File: src/rtl/univ_shift_reg_if.sv
// Control and data bundle for univ_shift_reg: op/start/amount/load/serial inputs,
// register contents and sequencing status outputs.
interface univ_shift_reg_if #(
    parameter int WIDTH = 8,
    parameter int AMT_W = $clog2(WIDTH) + 1
);
    logic [2:0]       op;
    logic             start;
    logic [AMT_W-1:0] amount;
    logic [WIDTH-1:0] D_in;
    logic             ser_in;
    logic [WIDTH-1:0] D_out;
    logic             ser_msb;
    logic             ser_lsb;
    logic             busy;
    logic             done;

    modport master (
        output op, start, amount, D_in, ser_in,
        input  D_out, ser_msb, ser_lsb, busy, done
    );

    modport slave (
        input  op, start, amount, D_in, ser_in,
        output D_out, ser_msb, ser_lsb, busy, done
    );
endinterface

File: src/rtl/univ_shift_reg.sv
// Universal shift register: single-step ops every edge in IDLE, or a sequenced
// multi-step shift/rotate that runs one step per cycle with busy/done status.
module univ_shift_reg #(
    parameter int WIDTH = 8,
    parameter int AMT_W = $clog2(WIDTH) + 1
) (
    input logic            clk,
    input logic            reset,
    univ_shift_reg_if.slave bus
);
    localparam logic [2:0] OP_HOLD = 3'b000;
    localparam logic [2:0] OP_LOAD = 3'b001;
    localparam logic [2:0] OP_SHL  = 3'b010;
    localparam logic [2:0] OP_SHR  = 3'b011;
    localparam logic [2:0] OP_ROL  = 3'b100;
    localparam logic [2:0] OP_ROR  = 3'b101;
    localparam logic [2:0] OP_ASR  = 3'b110;

    typedef enum logic {IDLE, BUSY} state_t;

    state_t           state, state_nx;
    logic [WIDTH-1:0] data, data_nx;
    logic [AMT_W-1:0] count, count_nx;
    logic [2:0]       lat_op, lat_op_nx;
    logic             done_q, done_nx;

    function automatic logic is_shift(input logic [2:0] o);
        return (o == OP_SHL) || (o == OP_SHR) || (o == OP_ROL) ||
               (o == OP_ROR) || (o == OP_ASR);
    endfunction

    function automatic logic [WIDTH-1:0] step(input logic [2:0]       o,
                                              input logic [WIDTH-1:0] d,
                                              input logic [WIDTH-1:0] ld,
                                              input logic             s);
        logic signed [WIDTH-1:0] sd;
        sd = d;
        case (o)
            OP_LOAD: step = ld;
            OP_SHL:  step = {d[WIDTH-2:0], s};
            OP_SHR:  step = {s, d[WIDTH-1:1]};
            OP_ROL:  step = {d[WIDTH-2:0], d[WIDTH-1]};
            OP_ROR:  step = {d[0], d[WIDTH-1:1]};
            OP_ASR:  step = sd >>> 1;
            default: step = d;
        endcase
    endfunction

    always_ff @(posedge clk or negedge reset) begin
        if (!reset) begin
            state  <= IDLE;
            data   <= '0;
            count  <= '0;
            lat_op <= OP_HOLD;
            done_q <= 1'b0;
        end else begin
            state  <= state_nx;
            data   <= data_nx;
            count  <= count_nx;
            lat_op <= lat_op_nx;
            done_q <= done_nx;
        end
    end

    always_comb begin
        state_nx  = state;
        data_nx   = data;
        count_nx  = count;
        lat_op_nx = lat_op;
        done_nx   = 1'b0;
        case (state)
            IDLE: begin
                if (bus.start && is_shift(bus.op) && (bus.amount != '0)) begin
                    lat_op_nx = bus.op;
                    count_nx  = bus.amount;
                    state_nx  = BUSY;
                end else begin
                    // A zero-length sequenced shift completes without touching data.
                    if (!(bus.start && is_shift(bus.op)))
                        data_nx = step(bus.op, data, bus.D_in, bus.ser_in);
                    done_nx = bus.start;
                end
            end
            BUSY: begin
                data_nx = step(lat_op, data, bus.D_in, bus.ser_in);
                if (count == AMT_W'(1)) begin
                    count_nx = '0;
                    state_nx = IDLE;
                    done_nx  = 1'b1;
                end else begin
                    count_nx = count - AMT_W'(1);
                end
            end
            default: state_nx = IDLE;
        endcase
    end

    assign bus.D_out   = data;
    assign bus.ser_msb = data[WIDTH-1];
    assign bus.ser_lsb = data[0];
    assign bus.busy    = (state == BUSY);
    assign bus.done    = done_q;
endmodule

File: src/flat_wrapper.sv
// flat-port wrapper written by rule: the top's interface ports become plain ports
module univ_shift_reg_flat 
#(
    parameter int WIDTH = 8,
    parameter int AMT_W = $clog2(WIDTH) + 1
)
  (clk, reset, bus_op, bus_start, bus_amount, bus_D_in, bus_ser_in, bus_D_out, bus_ser_msb, bus_ser_lsb, bus_busy, bus_done);
  univ_shift_reg_if #(.WIDTH(WIDTH), .AMT_W(AMT_W)) bus_i ();
  input logic clk;
  input logic reset;
  input wire logic [$bits(bus_i.op)-1:0] bus_op;
  input wire logic [$bits(bus_i.start)-1:0] bus_start;
  input wire logic [$bits(bus_i.amount)-1:0] bus_amount;
  input wire logic [$bits(bus_i.D_in)-1:0] bus_D_in;
  input wire logic [$bits(bus_i.ser_in)-1:0] bus_ser_in;
  output wire logic [$bits(bus_i.D_out)-1:0] bus_D_out;
  output wire logic [$bits(bus_i.ser_msb)-1:0] bus_ser_msb;
  output wire logic [$bits(bus_i.ser_lsb)-1:0] bus_ser_lsb;
  output wire logic [$bits(bus_i.busy)-1:0] bus_busy;
  output wire logic [$bits(bus_i.done)-1:0] bus_done;
  assign bus_i.op = bus_op;
  assign bus_i.start = bus_start;
  assign bus_i.amount = bus_amount;
  assign bus_i.D_in = bus_D_in;
  assign bus_i.ser_in = bus_ser_in;
  assign bus_D_out = bus_i.D_out;
  assign bus_ser_msb = bus_i.ser_msb;
  assign bus_ser_lsb = bus_i.ser_lsb;
  assign bus_busy = bus_i.busy;
  assign bus_done = bus_i.done;
  univ_shift_reg #(.WIDTH(WIDTH), .AMT_W(AMT_W)) u_core (.clk(clk), .reset(reset), .bus(bus_i));
endmodule
File: config.mk
export PLATFORM = sky130hd
export DESIGN_NAME = univ_shift_reg_flat
export DESIGN_NICKNAME = d
export VERILOG_FILES = /design/src/rtl/univ_shift_reg_if.sv /design/src/rtl/univ_shift_reg.sv /design/src/flat_wrapper.sv
export SDC_FILE = /design/constraint.sdc
export NUM_CORES = 1
export LEC_CHECK = 0
export BUFFER_PORTS_ARGS = -buffer_cell sky130_fd_sc_hd__buf_2
export CORE_MARGIN = 2
export CORE_UTILIZATION = 49
export DETAILED_ROUTE_END_ITERATION = 8
export PLACE_DENSITY = 0.81
export SYNTH_ARGS = -nofsm -noshare
export SYNTH_HDL_FRONTEND = slang
export SYNTH_SLANG_ARGS = --single-unit
File: constraint.sdc
create_clock -name clk -period 3.1 [get_ports clk]
set_input_delay 0.62 -clock clk [delete_from_list [all_inputs] [get_ports clk]]
set_output_delay 0.62 -clock clk [all_outputs]
set_load 0.03 [all_outputs]
# [Word level (Yosys, flattened, before mapping)]
# Cells that the tools add are included.
[classes] n_addsub=1 n_eq_ne=22 mux=14 n_bitwise=1 reduce_logical=10
[op_table] cell="$pmux W8 S6" n=2
[op_table] cell="$eq A3 B3 Y1 const B" n=6
[op_table] cell="$mux W8" n=2
[op_table] cell="$pmux W8 S2" n=1
[op_table] cell="$eq A3 B2 Y1 const B" n=4
[op_table] cell="$mux W4" n=2
[op_table] cell="$ne A2 B2 Y1 const B" n=4
[op_table] cell="$pmux W4 S2" n=1
[op_table] cell="$ne A7 B2 Y1 const B" n=1
[op_table] cell="$ne A7 B7 Y1 const B" n=1
[op_table] cell="$eq A3 B1 Y1 const B" n=2
[op_table] cell="$ne A6 B2 Y1 const B" n=1
[op_table] cell="$ne A6 B6 Y1 const B" n=1
[op_table] cell="$reduce_and A6 Y1" n=1
[op_table] cell="$eq A4 B1 Y1 const B" n=1
[op_table] cell="$logic_or A1 B1 Y1" n=4
[op_table] cell="$mux W1" n=4
[op_table] cell="$pmux W1 S2" n=2
[op_table] cell="$reduce_and A4 Y1" n=1
[op_table] cell="$reduce_bool A4 Y1" n=1
[op_table] cell="$sub A4 B1 Y4 const B" n=1
[op_table] cell="$logic_and A1 B1 Y1" n=2
[op_table] cell="$ne A2 B1 Y1 const B" n=1
[op_table] cell="$reduce_and A2 Y1" n=1
[op_table] cell="$not A1 Y1" n=1
[word_totals] register_bits=17 input_bits=19 output_inout_bits=12 elab_cells=54

# [Logic depth before layout (Yosys ltp)]
# Gate-level depths: netlist of the first run.
[depth] ltp_word=9 depth_mapped=7 mapped_depth_nobuf=7

# [Worst setup path before layout of the first run]
# No wires, ideal clock.
[synth_timing] kind="input to register" start="in bus_op[0]" end="reg u_core.lat_op[0]" setup_ns=0.127 arrival_ns=1.825 t_required_ns=2.973 slack_ns=1.147 cell_stages=5 path_buffers=1 cell_sequence="buf_6 > and3_4 > nor4b_4 > and2_4 > mux2_1"
[synth_between] elab_chain_cells=8 word_cells_on_any_way=12 classes_between="5 x eq/ne; 7 x reduce/logical"
[synth_lines] element="start: declaration" line_no="flat_wrapper.sv:11" rtl="input wire logic [$bits(bus_i.op)-1:0] bus_op;"
[synth_lines] element="$eq A3 B2 Y1" line_no="univ_shift_reg.sv:28" rtl="return (o == OP_SHL) || (o == OP_SHR) || (o == OP_ROL) ||"
[synth_lines] element="$logic_or A1 B1 Y1 (3 in series)" line_no="univ_shift_reg.sv:28"
[synth_lines] element="$logic_or A1 B1 Y1" line_no="univ_shift_reg.sv:29" rtl="(o == OP_ROR) || (o == OP_ASR);"
[synth_lines] element="$logic_and A1 B1 Y1 (2 in series)" line_no="univ_shift_reg.sv:73" rtl="if (bus.start && is_shift(bus.op) && (bus.amount != '0)) begin"
[synth_lines] element="$reduce_and A2 Y1 (no source line)"
[synth_lines] element="end signal: assignment" line_no="univ_shift_reg.sv:60" rtl="lat_op <= lat_op_nx;"
[synth_lines] element="end: declaration" line_no="univ_shift_reg.sv:24" rtl="logic [2:0] lat_op, lat_op_nx;"
# Several ways; a longest one is shown, not always the timed one.
# A chain may end at the register's enable or synchronous reset.

# [Final worst setup path of the first run]
[layout_timing] start="reg u_core.state, in the netlist u_core.bus.busy" end="out bus_busy"
[layout_rtl] element="start: declaration" line_no="univ_shift_reg.sv:21" rtl="state_t state, state_nx;"
[layout_rtl] element="start signal: assignment" line_no="univ_shift_reg.sv:57" rtl="state <= state_nx;"
[layout_rtl] element="end: declaration" line_no="flat_wrapper.sv:19" rtl="output wire logic [$bits(bus_i.busy)-1:0] bus_busy;"
# No word-level cell between the ends.

==> flow_summary.ini, run 1 <==
[setup_path]
crit_path_end_kind = primary output
path_cells = buf_2
critPathKind = reg2out
cpLargestDelayFamily = flip-flops
critPathBufInv = 1
max_stage_delay_ps = 850
cp_max_fo = 23
crit_arrival_ps = 1490
required_ps = 2480
start_kind = flip-flop
crit_slowest_cell = dfrtp_1

[final_layout]
final_common_cell = buf_2
final_area_sq_um = 1680
final_cell_mix = 30 x buf_2, 17 x dfrtp_1, 16 x nand2_1
fillers = 298
finalNetCount = 222
antenna_cells = 0
final_layout_size_suffix_gt1_share_pct = 22.0
areaGrowthSynthToFinish_pct = 8.92

[global_route]
first_global_vias = 1301
grt_max_degree = 24
track_usage_pct = 22.8
antenna_found_initial = 0
grt_pass1_wl_mm = 6.15
grt_overflow = 0

[floorplan]
die_x_um = 60.1
fp.dieArea_sq_um = 3610
start_util_pct = 51.0
floorplan.rows = 20
die_h_um = 60.1
coreArea_sq_um = 3030
ios = 31

[clock_network]
clockRootBuffer = clkbuf_4
post_cts_buffers = 0
cts_buffer_depth = 2
clkLatencyLatePin_ps = 310
cts_tree = built
cts-resized-gates = 0
cts.reportedPaths.clkPinSlew_ps = 100
numCtsBuffers = 3
cts_num_sinks = 17
ctsHoldBuffers = 0
cts_htree_levels = 1

[logic_synthesis]
async_reset_ff_share_pct = 100
syn_area_per_cell_sq_um = 8.52
synth_nets = 202
yosysSeqAreaShare_pct = 27.6
netlist_area_sq_um = 1540
ys.flop_type = dfrtp_1
synth.distinct_cells = 52
synthCells = 181
yosys_warnings = 0
synth-seq-cells = 17
synth_edf_count = 0

[detailed_routing]
drt_iter0_markers = 74
drc = 0
wl_per_cell_um = 15.3
route.vias.total = 1459
routed_wl_mm = 3.73
first_pass_iters = 4
ant_nets = 0
via_per_inst = 5.98

[run]
maxCapViolCount = 0

[timing]
rsz0062_at_grt = no
fin_crit_sh_pct = 68.0
slew_viol_final = 0
max-slew-margin-rel_pct = 48.7
finalHoldViolations = 0
fin_worst_skew_ps = 2.89
timing.final.crit_period_ps = 2110
worst_slack_ps = 991
clock.fmax_ghz = 0.474
worst_pin_slew_ps = 770
setup_viol = 0
tns_ps = 0

[place]
gp_congestion = 0.812
pre_cts_ws_ps = 921
placed_area_sq_um = 1650
port_buffers = 30
hpwl_mm = 2.75

[pwr]
pwr-share-seq_pct = 32.7
ir_drop_uv = 475
p_int_uw = 885
switching_share_pct = 52.7
p_leak_uw = 0.000715
power_density_nw_per_um2 = 1110
pwr-share-clk_pct = 6.8
p_sw_uw = 985
pwr-share-comb_pct = 60.5

[outcome]
outcome = complete, no violations

[hold_path]
hp-class = in2async
[metrics by stage]
stage	hold WS [ps]	std cells	power [uW]	utilization [%]
2_1_floorplan	324	181	1520	-
3_3_place_gp	519	240	1720	54.6
3_5_place_dp	526	240	1740	54.6
4_1_cts	230	244	1870	55.5
5_1_grt	240	244	2030	55.5
6_report	228	244	1870	55.5
[Yosys cell counts (all sizes together) (2+ instances only)]
master	n	area share [%]
dfrtp	17	28
nand2	16	3.9
a21oi	15	5.1
buf	15	6.1
nor2	14	3.6
o21ai	11	3.6
mux2i	9	5.8
a221o	8	5.2
a211oi	7	3.4
inv	7	1.7
o31ai	7	3.7
a31oi	4	1.6
nand2b	4	1.6
o22ai	4	1.6
nor3	3	0.97
nor3b	3	1.5
a2111oi	2	1.1
a2bb2oi	2	1.1
and3	2	1.1
ha	2	1.6
mux2	2	1.5
nand3	2	0.65
nand3b	2	0.97
nor2b	2	0.81
or3	2	0.81
or4	2	0.97
xnor2	2	2.4
[final timing paths]
| check | startpoint | to | slack (ps) | cells past startpoint |
|---|---|---|---|---|
| setup / recovery | u_core.bus.busy | bus_busy | 990 | 1 |
| hold / removal | reset | u_core.bus.D_out[4] | 230 | 1 |
| setup reg to reg | u_core.bus.busy | u_core.bus.D_out[4] | 1130 | 5 |
| hold reg to reg | u_core.count[3] | u_core.count[3] | 550 | 2 |
| max in group asynchronous | reset | u_core.lat_op[2] | 2580 | 1 |
| min in group clk | bus_amount[3] | u_core.count[3] | 530 | 3 |
[per-layer routing]
metal | part of all wire (%) | track usage [%]
met1 | 46 | 31.1
met2 | 46 | 36.5
met3 | 6.3 | 3.25
met4 | 1.5 | 8.57
met5 | 0 | 0
[power by group through the flow]
| stage | sequential (uW) | clock (uW) | combinational (uW) |
|---|---|---|---|
| final | 612 | 127 | 1130 |
| after CTS | 607 | 132 | 1130 |
| after global placement | 610 | 0 | 1110 |
| after global routing | 645 | 139 | 1250 |
| after detailed placement | 613 | 0 | 1130 |
| after floorplan | 570 | 0 | 952 |
[sequential cells by signal (all words and copies together) (netlist names)]
signal	cells
u_core.bus.busy	1
u_core.bus.done	1
u_core.bus.D_out	8
u_core.count	4
u_core.lat_op	3
[area by class of cell]
cell class | instances | area [sq um] | share of cell area (%)
sequential | 17 | 425 | 25.3
timing repair buffer | 30 | 150 | 8.94
inverter | 7 | 26.3 | 1.56
tap | 44 | 55.1 | 3.28
clock buffer | 4 | 26.3 | 1.56
multi-input combinational | 142 | 997 | 59.3
[cells by family (layout without fill, tap and decap cells)]
family	after synthesis	in the layout	synth area share, %
flops	17	17	27.6
simple gates	56	56	20.1
compound gates	70	70	32.6
buf+inv	22	41	7.79
fa+ha+maj	3	3	2.27
mux	11	11	7.30
xor+xnor	2	2	2.35
Note: power is estimated with default switching activity, not from simulation.
==> run 2, diff against run 1 <==
PLACE_DENSITY = 0.84   (was 0.81)
clock period = 1.76 ns   (was 3.1 ns; I/O delays follow)
==> run 2 against run 1 <==
Net effect: hold slack better by 17 ps; core utilization is 4.9 points higher; via count increased by 9.2%.
==> flow_summary.ini, run 2 (same netlist as run 1, synthesis figures left out) <==
[timing]
max-slew-margin-rel_pct = 67.5
worst_pin_slew_ps = 475
clock.fmax_ghz = 0.602
slew_viol_final = 0
tns_ps = 0
fin_worst_skew_ps = 2.91
setup_viol = 0
fin_crit_sh_pct = 94.4
hold_ws_ps = 246
rsz0062_at_grt = no
finalHoldViolations = 0
timing.final.crit_period_ps = 1660

[floorplan]
die_h_um = 60.1
coreArea_sq_um = 3030
ios = 31
floorplan.rows = 20
die_x_um = 60.1
start_util_pct = 51.0
fp.dieArea_sq_um = 3610

[global_route]
antenna_found_initial = 0
track_usage_pct = 23.9
grt_pass1_wl_mm = 6.58
grt_max_degree = 18
grt_overflow = 0
first_global_vias = 1367

[detailed_routing]
drt_iter0_markers = 105
ant_nets = 0
first_pass_iters = 4
routed_wl_mm = 3.98
wl_per_cell_um = 15.3
drc = 0
via_per_inst = 6.13
route.vias.total = 1593

[pwr]
p_leak_uw = 0.000803
power_density_nw_per_um2 = 1970
ir_drop_uv = 720
finalPower_uw = 3600

[setup_path]
r2r_cells = 4
crit_arrival_ps = 1920
start_kind = flip-flop
critPathKind = reg2reg
cp_max_fo = 14
crit_path_end_kind = flip-flop
required_ps = 2010
crit_slowest_cell = dfrtp_1
max_stage_delay_ps = 530
path_cells = or3_1, a31o_4, a211oi_1, a21o_1

[final_layout]
final_common_cell = buf_2
largest_reg_flops = 8
finalNetCount = 238
final_cells = 260
antenna_cells = 0
final_layout_size_suffix_gt1_share_pct = 27.8
final_cell_mix = 30 x buf_2, 17 x dfrtp_1, 16 x nand2_1
fin_util_pct = 60.4
fillers = 271
areaGrowthSynthToFinish_pct = 18.6

[clock_network]
clkLatencyLatePin_ps = 300
clockRootBuffer = clkbuf_4
cts_num_sinks = 17
cts.reportedPaths.clkPinSlew_ps = 110
cts_htree_levels = 1
cts_buffer_depth = 2
numCtsBuffers = 3
cts_tree = built

[run]
maxCapViolCount = 0

[place]
port_buffers = 30
dp.cells = 255
gp_congestion = 0.873
hpwl_mm = 2.94

[outcome]
outcome = complete, no violations

[hold_path]
min_path_cells = 3
hp-class = in2reg
-- run 2: cell types whose count changed in the layout (fill, tap and decap cells not counted), sizes merged --
cell | before | now
buf | 30 | 45
clkbuf | 4 | 3
clkinv | 0 | 1
dlygate4sd3 | 0 | 1
-- run 2: final timing paths --
kind                                 start  slack [ps]             endpoint
hold / removal               bus_amount[3]         250      u_core.count[3]
min in group asynchronous            reset         500  u_core.bus.D_out[4]
max in group asynchronous            reset         970     u_core.lat_op[2]
setup reg to reg           u_core.bus.busy         100  u_core.bus.D_out[4]
hold reg to reg            u_core.count[3]         570      u_core.count[3]
setup / recovery           u_core.bus.busy         100  u_core.bus.D_out[4]
-- run 2: repair_timing --
item                                    4_1_cts  5_1_grt
hold buffers                                  1        0
endpoints found under the setup margin        0        2
setup buffers                                 0        0
hold endpoints to repair                     17        0
resized for setup                             0        1
-- run 2: critical path, delay by kind of cell (launching register included) --
kind	cells	cell delay, ps
compound gates	3	620
flops	1	530
simple gates	1	460
-- run 2: report_power, final --
part           internal (uW)  switching (uW)
Combinational           1110            1360
Clock                   84.8             143
Sequential               591             316
Total                   1780            1820
-- run 2: area by class of cell --
type	count	area, sq um	area share (%)
timing repair buffer	46	298	16.3
inverter	7	26.3	1.44
clock buffer	3	22.5	1.23
sequential	17	425	23.3
tap	44	55.1	3.01
multi-input combinational	142	997	54.5
clock inverter	1	5.00	0.274
-- run 2: metrics by stage --
stage	area (sq um)	setup WS, ps
after floorplan	1540	75.3
after global placement	1790	64.1
after detailed placement	1790	34.4
after CTS	1830	96.3
after global routing	1830	19.3
final	1830	99.0
-- run 2: layer usage --
| metal | part of all wire, % | wire length (um) | GRT usage, % | vias up |
|---|---|---|---|---|
| met5 | 0 | 0 | 0 | - |
| met4 | 1.4 | 56 | 6.98 | 0 |
| met1 | 45 | 1790 | 36.8 | 762 |
| li1 | - | - | - | 758 |
| met2 | 47 | 1880 | 34.3 | 64 |
| met3 | 6.5 | 257 | 3.46 | 9 |
==> run 3, diff against run 2 <==
CAP_MARGIN = 40   (was default)
CORE_MARGIN = default   (was 2)
==> run 3 against run 2 <==
Net effect: clock power decreased by 4%; largest cell class unchanged; die area decreased by 6.5%; sequential share of layout area decreased by 0.26 points; largest power group unchanged.
==> flow_summary.ini, run 3 (same netlist as run 1, synthesis figures left out) <==
[outcome]
outcome = complete, no violations

[global_route]
antenna_found_initial = 0
first_global_vias = 1385
grt_max_degree = 18
grt_overflow = 0
grt_pass1_wl_mm = 6.53
track_usage_pct = 25.7

[setup_path]
path_cells = buf_12, xnor2_4, nor2_1, a221o_1, o22ai_1, o31ai_2
regToRegStartpoint = u_core.lat_op[1]
cpLargestDelayFamily = compound AO/OA/AOI/OAI gates
crit_arrival_ps = 1850
critPathBufInv = 1
r2r_cells = 6
reg2reg_to = u_core.bus.D_out[1]
critPathKind = reg2reg
r2r_setup_slack_ps = 100
crit_path_end_kind = flip-flop
max_stage_delay_ps = 440
required_ps = 1950
start_kind = flip-flop
crit_start = u_core.lat_op[1]
crit_slowest_cell = dfrtp_1
cp_max_fo = 10

[detailed_routing]
wl_per_cell_um = 14.7
first_pass_iters = 4
routed_wl_mm = 3.86
via_per_inst = 6.03
drc = 0
met1Wirelength_mm = 1.77
highest_layer = met4
route.vias.total = 1587
drt_iter0_markers = 90
routed-wl-met2_mm = 1.72
ant_nets = 0
route.met3.wl_um = 273

[floorplan]
die_h_um = 58.1
floorplan.rows = 19
die_x_um = 58.1
start_util_pct = 53.6
ios = 31
fp.dieArea_sq_um = 3380
coreArea_sq_um = 2880

[pwr]
ir_drop_uv = 1030
p_leak_uw = 0.000819
finalPower_uw = 3610
power_density_nw_per_um2 = 1950

[timing]
fin_worst_skew_ps = 10.2
slew_viol_final = 0
finalHoldViolations = 0
clock.fmax_ghz = 0.603
worst_slack_ps = 102
fin_crit_sh_pct = 94.2
tns_ps = 0
worst_pin_slew_ps = 504
timing.final.crit_period_ps = 1660
rsz0062_at_grt = no
setup_viol = 0
max-slew-margin-rel_pct = 66.1

[run]
maxCapViolCount = 0

[final_layout]
final_cells = 263
finalNetCount = 243
antenna_cells = 0
final_area_sq_um = 1860
final_common_cell = buf_2
final_cell_mix = 30 x buf_2, 19 x buf_4, 16 x nand2_1, 16 x dfrtp_1, 14 x a21oi_1
final_layout_size_suffix_gt1_share_pct = 29.9
largest_reg_flops = 8
fillers = 254
areaGrowthSynthToFinish_pct = 20.3

[clock_network]
cts_buffer_depth = 2
clockRootBuffer = clkbuf_4
cts_htree_levels = 1
numCtsBuffers = 3
cts_num_sinks = 17
cts.reportedPaths.clkPinSlew_ps = 110
clkLatencyLatePin_ps = 300
cts_tree = built

[place]
placed_area_sq_um = 1810
pre_cts_ws_ps = 51.5
hpwl_mm = 2.96
port_buffers = 30
gp_congestion = 0.906
dp.cells = 258

[hold_path]
hp-start = bus_amount[3]
min_path_cells = 3
hp-class = in2reg
min_to = u_core.count[3]
[run 3: worst min-delay path: cells and delay by family]
family,cells,cell delay [ps]
simple gates,2,90
buf+inv,1,80
[run 3: area by class of cell]
| class | count | area (sq um) | share of cell area, % |
|---|---|---|---|
| Clock buffer | 3 | 22.5 | 1.21 |
| Clock inverter | 1 | 7.51 | 0.405 |
| Inverter | 7 | 26.3 | 1.42 |
| Multi-Input combinational cell | 142 | 997 | 53.7 |
| Sequential cell | 17 | 427 | 23.0 |
| Tap cell | 42 | 52.6 | 2.83 |
| Timing Repair Buffer | 51 | 323 | 17.4 |
[run 3: per-layer routing]
metal / vias up / track usage [%]
met5: - / 0
met1: 737 / 36.8
li1: 768 / -
met3: 8 / 2.90
met4: 0 / 13.3
met2: 74 / 38.1
[run 3: report_power, final]
group	internal, uW	switching [uW]	leakage [uW]
Sequential	594	326	0.000206
Combinational	1120	1350	0.000598
Clock	86.6	134	0.0000139
[run 3: through the flow]
step                      utilization, %  hold WS [ps]
after floorplan                        -          56.4
after global placement              63.1           296
after detailed placement            63.1           296
after CTS                           64.5           248
after global routing                64.5           238
final                               64.5           254
[run 3: what timing repair did]
item	4_1_cts	5_1_grt
hold endpoints to repair	17	0
hold buffers	1	0
endpoints found under the setup margin	0	2
setup buffers	0	0
gates resized for setup	0	2
[run 3: worst max path at each step]
stage	endpoint	slack (ps)	cells after the start
floorplan	u_core.lat_op[0]	80	5
global placement	u_core.bus.D_out[3]	80	6
detailed placement	u_core.bus.D_out[4]	50	7
CTS	u_core.bus.D_out[1]	100	6
global route	u_core.bus.D_out[4]	4	5
finish	u_core.bus.D_out[1]	100	6
